==> config.mk <==
export PLATFORM = sky130hd
export DESIGN_NAME = ram
export DESIGN_NICKNAME = d
export VERILOG_FILES = /design/src/rtl/bj_pkg.sv /design/src/rtl/ram.sv
export SDC_FILE = /design/constraint.sdc
export NUM_CORES = 1
export LEC_CHECK = 0
export ABC_AREA = 1
export CAP_MARGIN = 20
export CORE_AREA = 3 3 181 183
export DETAILED_ROUTE_END_ITERATION = 10
export DIE_AREA = 0 0 184 186
export PLACE_DENSITY_LB_ADDON = 0.12
export SLEW_MARGIN = 20
export SYNTH_ARGS = -nofsm -noshare
export SYNTH_HDL_FRONTEND = slang
export SYNTH_SLANG_ARGS = --single-unit
export TNS_END_PERCENT = 50
==> constraint.sdc <==
create_clock -name clk -period 25.6 [get_ports clk]
set_clock_uncertainty 0.1 [all_clocks]
set_input_delay 5.12 -clock clk [delete_from_list [all_inputs] [get_ports clk]]
set_output_delay 5.12 -clock clk [all_outputs]
set_load 0.05 [all_outputs]
==> src/rtl/bj_pkg.sv <==
// Shared blackjack constants: card code width and deck position width.
package bj_pkg;
  localparam int CARD_W      = 4;
  localparam int DECK_ADDR_W = 6;
endpackage

==> src/rtl/ram.sv <==
// Single-port 64 x 4 flip-flop RAM: synchronous write-first, registered read,
// asynchronous clear of every word and the output register.
module ram
  import bj_pkg::*;
#(
  parameter int DATA_W = CARD_W,
  parameter int ADDR_W = DECK_ADDR_W
) (
  input  logic              clk,
  input  logic              rst,
  input  logic              wr_en,
  input  logic [ADDR_W-1:0] addr,
  input  logic [DATA_W-1:0] data_in,
  output logic [DATA_W-1:0] data_out
);

  localparam int DEPTH = 1 << ADDR_W;

  logic [DATA_W-1:0] mem [DEPTH];
  logic [DEPTH-1:0]  wr_sel;
  logic [DATA_W-1:0] rd_word;

  always_comb begin
    wr_sel = '0;
    if (wr_en) wr_sel[addr] = 1'b1;
  end

  assign rd_word = mem[addr];

  // Storage lives in flops so the whole array can be cleared asynchronously.
  always_ff @(posedge clk or posedge rst) begin
    if (rst) begin
      for (int i = 0; i < DEPTH; i++) mem[i] <= '0;
      data_out <= '0;
    end else begin
      for (int i = 0; i < DEPTH; i++) begin
        if (wr_sel[i]) mem[i] <= data_in;
      end
      data_out <= wr_en ? data_in : rd_word;
    end
  end

endmodule

# Yosys cells after proc, flatten, opt, wreduce, memory -nomap -nowiden
# Index checks and enable logic that the tools add are counted.
dict set report word_totals {
  ff_bits 260
  elab_cells 77
  inputBits 13
  output_inout_bits 4
}
dict set report classes {
  bitwise_logic 1
  n_mux 7
  reduce_logical 1
  n_lt_le_gt_ge 3
}
# operator count
set op_table {}
lappend op_table {{2-to-1 mux 64 bit} 1}
lappend op_table {{binary-select mux 4 bit (select 6 bit)} 1}
lappend op_table {{2-to-1 mux 4 bit} 3}
lappend op_table {{>= comparator 7 bit, second input constant} 1}
lappend op_table {{less-than comparator 6 x 7 -> 1 bit, second input constant} 1}
lappend op_table {{NOT 6 -> 7 bit} 1}
lappend op_table {{demux 1 bit (select 6 bit)} 1}
lappend op_table {{>= comparator 6 x 1 -> 1 bit, second input constant} 1}
lappend op_table {{logical AND 1 bit} 1}
lappend op_table {{2-to-1 mux 1 bit} 1}

# Longest topological paths before layout
dict set report logic_depth {
  ltp_word 5
  ltp_mapped 16
  depth_no_buf 13
}

# Least setup slack after synthesis
# No wires, ideal clock.
dict set report synth_path {
  path_kind {input-to-reg}
  startpoint {input port addr[0]}
  endpoint {register data_out[0]}
  setup_slack_ps 19122
  path_buffers 3
  arrival_ps 6265
  stages 12
  cell_sequence {buf_2 buf_2 buf_2 nand2_1 nand3_1 nand2_1 o21ai_0 nand2_1 nor2_1 nand3_1 nand2_1 inv_1}
}
dict set report synth_between {
  elab_chain_cells 5
}
# item line
set synth_lines {}
lappend synth_lines {{start, declared} ram.sv:12} ;# input logic [ADDR_W-1:0] addr,
lappend synth_lines {{NOT 6 -> 7 bit (implied by the code)} ram.sv:28} ;# assign rd_word = mem[addr];
lappend synth_lines {{binary-select mux 4 bit (select 6 bit)} ram.sv:28}
lappend synth_lines {{2-to-1 mux 4 bit (implied by the code) (2 in series)} ram.sv:28}
lappend synth_lines {{2-to-1 mux 4 bit} ram.sv:39} ;# data_out <= wr_en ? data_in : rd_word;
lappend synth_lines {{end signal, assigned} ram.sv:39}
lappend synth_lines {{end, declared} ram.sv:14} ;# output logic [DATA_W-1:0] data_out
# Every way passes these cells. The select of a mux whose other input is x is not followed.
# A chain may end at the register's enable or synchronous reset.

# Worst setup path after layout
dict set report layout_path {
  startpoint {input port addr[0]}
  endpoint {register mem[33] (netlist name)}
}
dict set report layout_between {
  elab_chain_cells 5
}
# item line
set layout_lines {}
lappend layout_lines {{less-than comparator 6 x 7 -> 1 bit (implied by the code) / >= comparator 6 x 1 -> 1 bit (equally long branches)} ram.sv:25} ;# if (wr_en) wr_sel[addr] = 1'b1;
lappend layout_lines {{logical AND 1 bit (implied by the code)} ram.sv:25}
lappend layout_lines {{2-to-1 mux 1 bit (implied by the code)} ram.sv:25}
lappend layout_lines {{demux 1 bit (select 6 bit) *} ram.sv:25}
lappend layout_lines {{2-to-1 mux 64 bit *} ram.sv:25}
lappend layout_lines {{end signal, assigned by index} ram.sv:37} ;# if (wr_sel[i]) mem[i] <= data_in;
lappend layout_lines {{end, declared} ram.sv:19} ;# logic [DATA_W-1:0] mem [DEPTH];
# Mark *: on every way between the ends. The rest lies on a longest branch, timed or not.

==> summary.txt <==
Floorplan
  – Die height: 186 microns
  – Io pins: 17
  – Horiz. Die Dim: 184 microns
  – Die ar.: 34220 sq um
  – Row Count: 65
  – Area of the core: 31390 sq um
  – Starting Density: 39.87%

CTS
  – Root Driver: clkbuf_16
  – Worst skew pair latency: 0.55 ns
  – CTS tree: built
  – Worst-path clk slew: 0.06 ns
  – Total CTS buffers: 29
  – Clk sinks: 260
  – Clock Tree Buf Depth: 3
  – Hold Buf Count CTS: 0
  – PostCTS Resize Cnt: 0
  – Htree depth: 1
  – Post-CTS Setup Bufs: 0

Synth
  – Cells after Synth: 1699
  – Mapped Nets: 1712
  – Avg Synthesized Cell Area: 7.367 sq um
  – Synth unique cells: 25
  – Warnings from Yosys: 0
  – Seq/Total Area, Yosys: 51.98%
  – Top cells by area, synth: dfrtp_1 52%, nand2_1 27%, o21ai_0 9.1%
  – Post-synth top area share: 51.98%
  – Yosys reg bits: 260
  – Post-synth top area cell: dfrtp_1
  – Cell Area, Synth: 12520 sq um

Final layout
  – Synth-to-layout area growth: 11.17%
  – Multi-input gate area: 5431 sq um
  – Diodes inserted: 0
  – Share of cells above drive strength 1: 5.279%
  – Nets: 1697
  – Non-filler instance count after layout: 2107
  – Flip-flop and latch area: 6506 sq um
  – Fillcell total: 3237

Critical path
  – CP max-delay cell: clkinv_2
  – WP buf/inv: 3
  – Worst Path Required: 25.88 ns
  – CP max FO: 57
  – Crit Path Category: input port to register
  – Critical Path End Type: register
  – CP Cell Sequence: buf_4 -> clkinv_2 -> buf_4 -> nor3_4 -> nand2_1 -> nand2_1 -> o21ai_0
  – Slowest stage delay, CP: 0.83 ns
  – CP Launch Type: input port
  – Family with the most delay on the worst path: buffers and inverters
  – Worst Path Arrival: 8.27 ns

Routing
  – Post-DR wirelength/cell: 17.57 microns
  – Vias per cell: 5.015
  – Total wire length: 37030 microns
  – Antenna-violating nets left: 0
  – Vias: 10570
  – DR iter-0 viols: 884
  – # DRC: 0
  – Detailed Routing Iterations Pass 1: 5

Placed design
  – Inst Count DP: 2055
  – Routability Congestion: 0.7918
  – Port Buf Inserts: 16
  – Detail Placement HPWL: 22150 microns

Timing
  – Final Hold Viols: 0
  – Final Critical Period: 7.987 ns
  – Max transition margin: 31.07%
  – Tcrit/Tclk final: 31.20%
  – Worst slew pin tran: 1.030 ns
  – Fmax achieved: 125.2 MHz
  – Final Setup Violations: 0
  – Total negative setup slack: 0 ns
  – Fin. max-slew vios: 0
  – RSZ-0062 raised after global routing: false

Hold path
  – Hold Path Class: register to register

Global route
  – Congestion Overflow GR: 0
  – GRT Total Usage: 21.97%
  – Global-route wire length before repair: 59460 microns
  – Initial antenna violation count: 0
  – Largest net degree at the start of global routing: 144
  – Vias in the first global route: 10370

Power and ir drop
  – VDD IR-drop max: 51.39 uV
  – Power Dens Cells: 76.57 nW/um^2
  – Static Leakage: 6.995 nW

Status
  – Status: finished clean

Run
  – Max-cap violations: 0
-- path summary, 6_finish.rpt --
path                                to     from  slack [ns]  cells past startpoint
hold / removal                 mem[78]  mem[78]        0.38                      2
setup / recovery               mem[33]  addr[0]       17.61                      7
hold reg to reg                mem[78]  mem[78]        0.38                      2
max in group asynchronous      mem[96]      rst       19.00                      3
setup reg to reg           data_out[2]  mem[30]       23.92                     12
min in group asynchronous     mem[193]      rst        5.00                      2
-- Yosys cell counts --
| master | number |
|---|---|
| buf_6 | 1 |
| or2_2 | 2 |
| o21ai_0 | 227 |
| buf_2 | 27 |
| inv_1 | 62 |
| buf_4 | 1 |
| mux2i_1 | 3 |
| nand2_4 | 1 |
| nor3_1 | 6 |
| dfrtp_1 | 260 |
| nand2_1 | 908 |
| nor2_2 | 4 |
| o21ai_1 | 14 |
| nor2_1 | 61 |
| nor3_4 | 6 |
| clkbuf_1 | 43 |
| o211ai_1 | 1 |
| nor3_2 | 1 |
| a21oi_1 | 36 |
| inv_2 | 4 |
| nor4_4 | 1 |
| buf_1 | 7 |
| clkinv_1 | 1 |
| nor2_4 | 6 |
| nand3_1 | 16 |
-- tightest hold or removal path, delay by kind of cell (launching register included) --
family	cells	cell delay, ns
buffers and inverters	1	0.05
flip-flops	1	0.34
multiplexers	1	0.06
-- state kept, by name, indices dropped and copies added, names as in the netlist --
| name | flops |
|---|---|
| mem | 256 |
| data_out | 4 |
-- power by group --
group	internal [mW]	switching, mW	leakage, nW
Combinational	0.0508	0.100	3.16
Sequential	0.470	0.0301	3.38
Clock	0.246	0.168	0.452
Total	0.766	0.299	6.99
-- per-layer routing --
metal | track usage (%) | share of wire [%] | vias up
met2 | 34.39 | 44 | 196
met4 | 6.350 | 3.1 | 0
li1 | - | - | 5297
met3 | 2.541 | 3.7 | 62
met1 | 32.32 | 49 | 5011
met5 | 0 | 0 | -
-- layout make-up --
type	instances	share of cell area [%]
sequential	260	46.76
tap	402	3.615
inverter	67	1.906
clock inverter	4	0.5036
multi-input combinational	1293	39.04
clock buffer	48	6.160
timing repair buffer	33	2.014
-- per-stage QoR --
stage | hold slack (ns) | util (%) | cell area (sq um) | power, mW | setup slack, ns
2_1_floorplan | 0.3457 | - | 12520 | 0.6112 | 13.22
3_3_place_gp | 0.3641 | 41.35 | 12980 | 0.6559 | 17.01
3_5_place_dp | 0.3729 | 41.35 | 12980 | 0.6593 | 17.01
4_1_cts | 0.3878 | 44.30 | 13910 | 1.076 | 17.58
5_1_grt | 0.3988 | 44.32 | 13910 | 1.122 | 17.35
6_report | 0.3805 | 44.32 | 13910 | 1.065 | 17.61
-- kinds of logic (layout without fill, tap and decap cells) --
| kind of cell | after synthesis | in the layout | share of synthesized area, % |
|---|---|---|---|
| AOI/OAI and AO/OA | 278 | 278 | 11.14 |
| and+or+nand+nor | 1012 | 1012 | 31.90 |
| buffers and inverters | 146 | 152 | 4.739 |
| DFF | 260 | 260 | 51.98 |
| muxes | 3 | 3 | 0.2399 |
-- cells in the final DEF (no fill, tap or decap), drive strengths merged, types with 2 or more instances in the layout --
cell type        n
nor2            71
mux2i            3
nand2          909
a21oi           36
bufinv           2
clkinv           5
or2              2
buf             19
dfrtp          260
clkdlybuf4s50   14
inv             64
nand3           16
nor3            13
o21ai          241
clkbuf          48
Power figures use the tool's default switching activity.
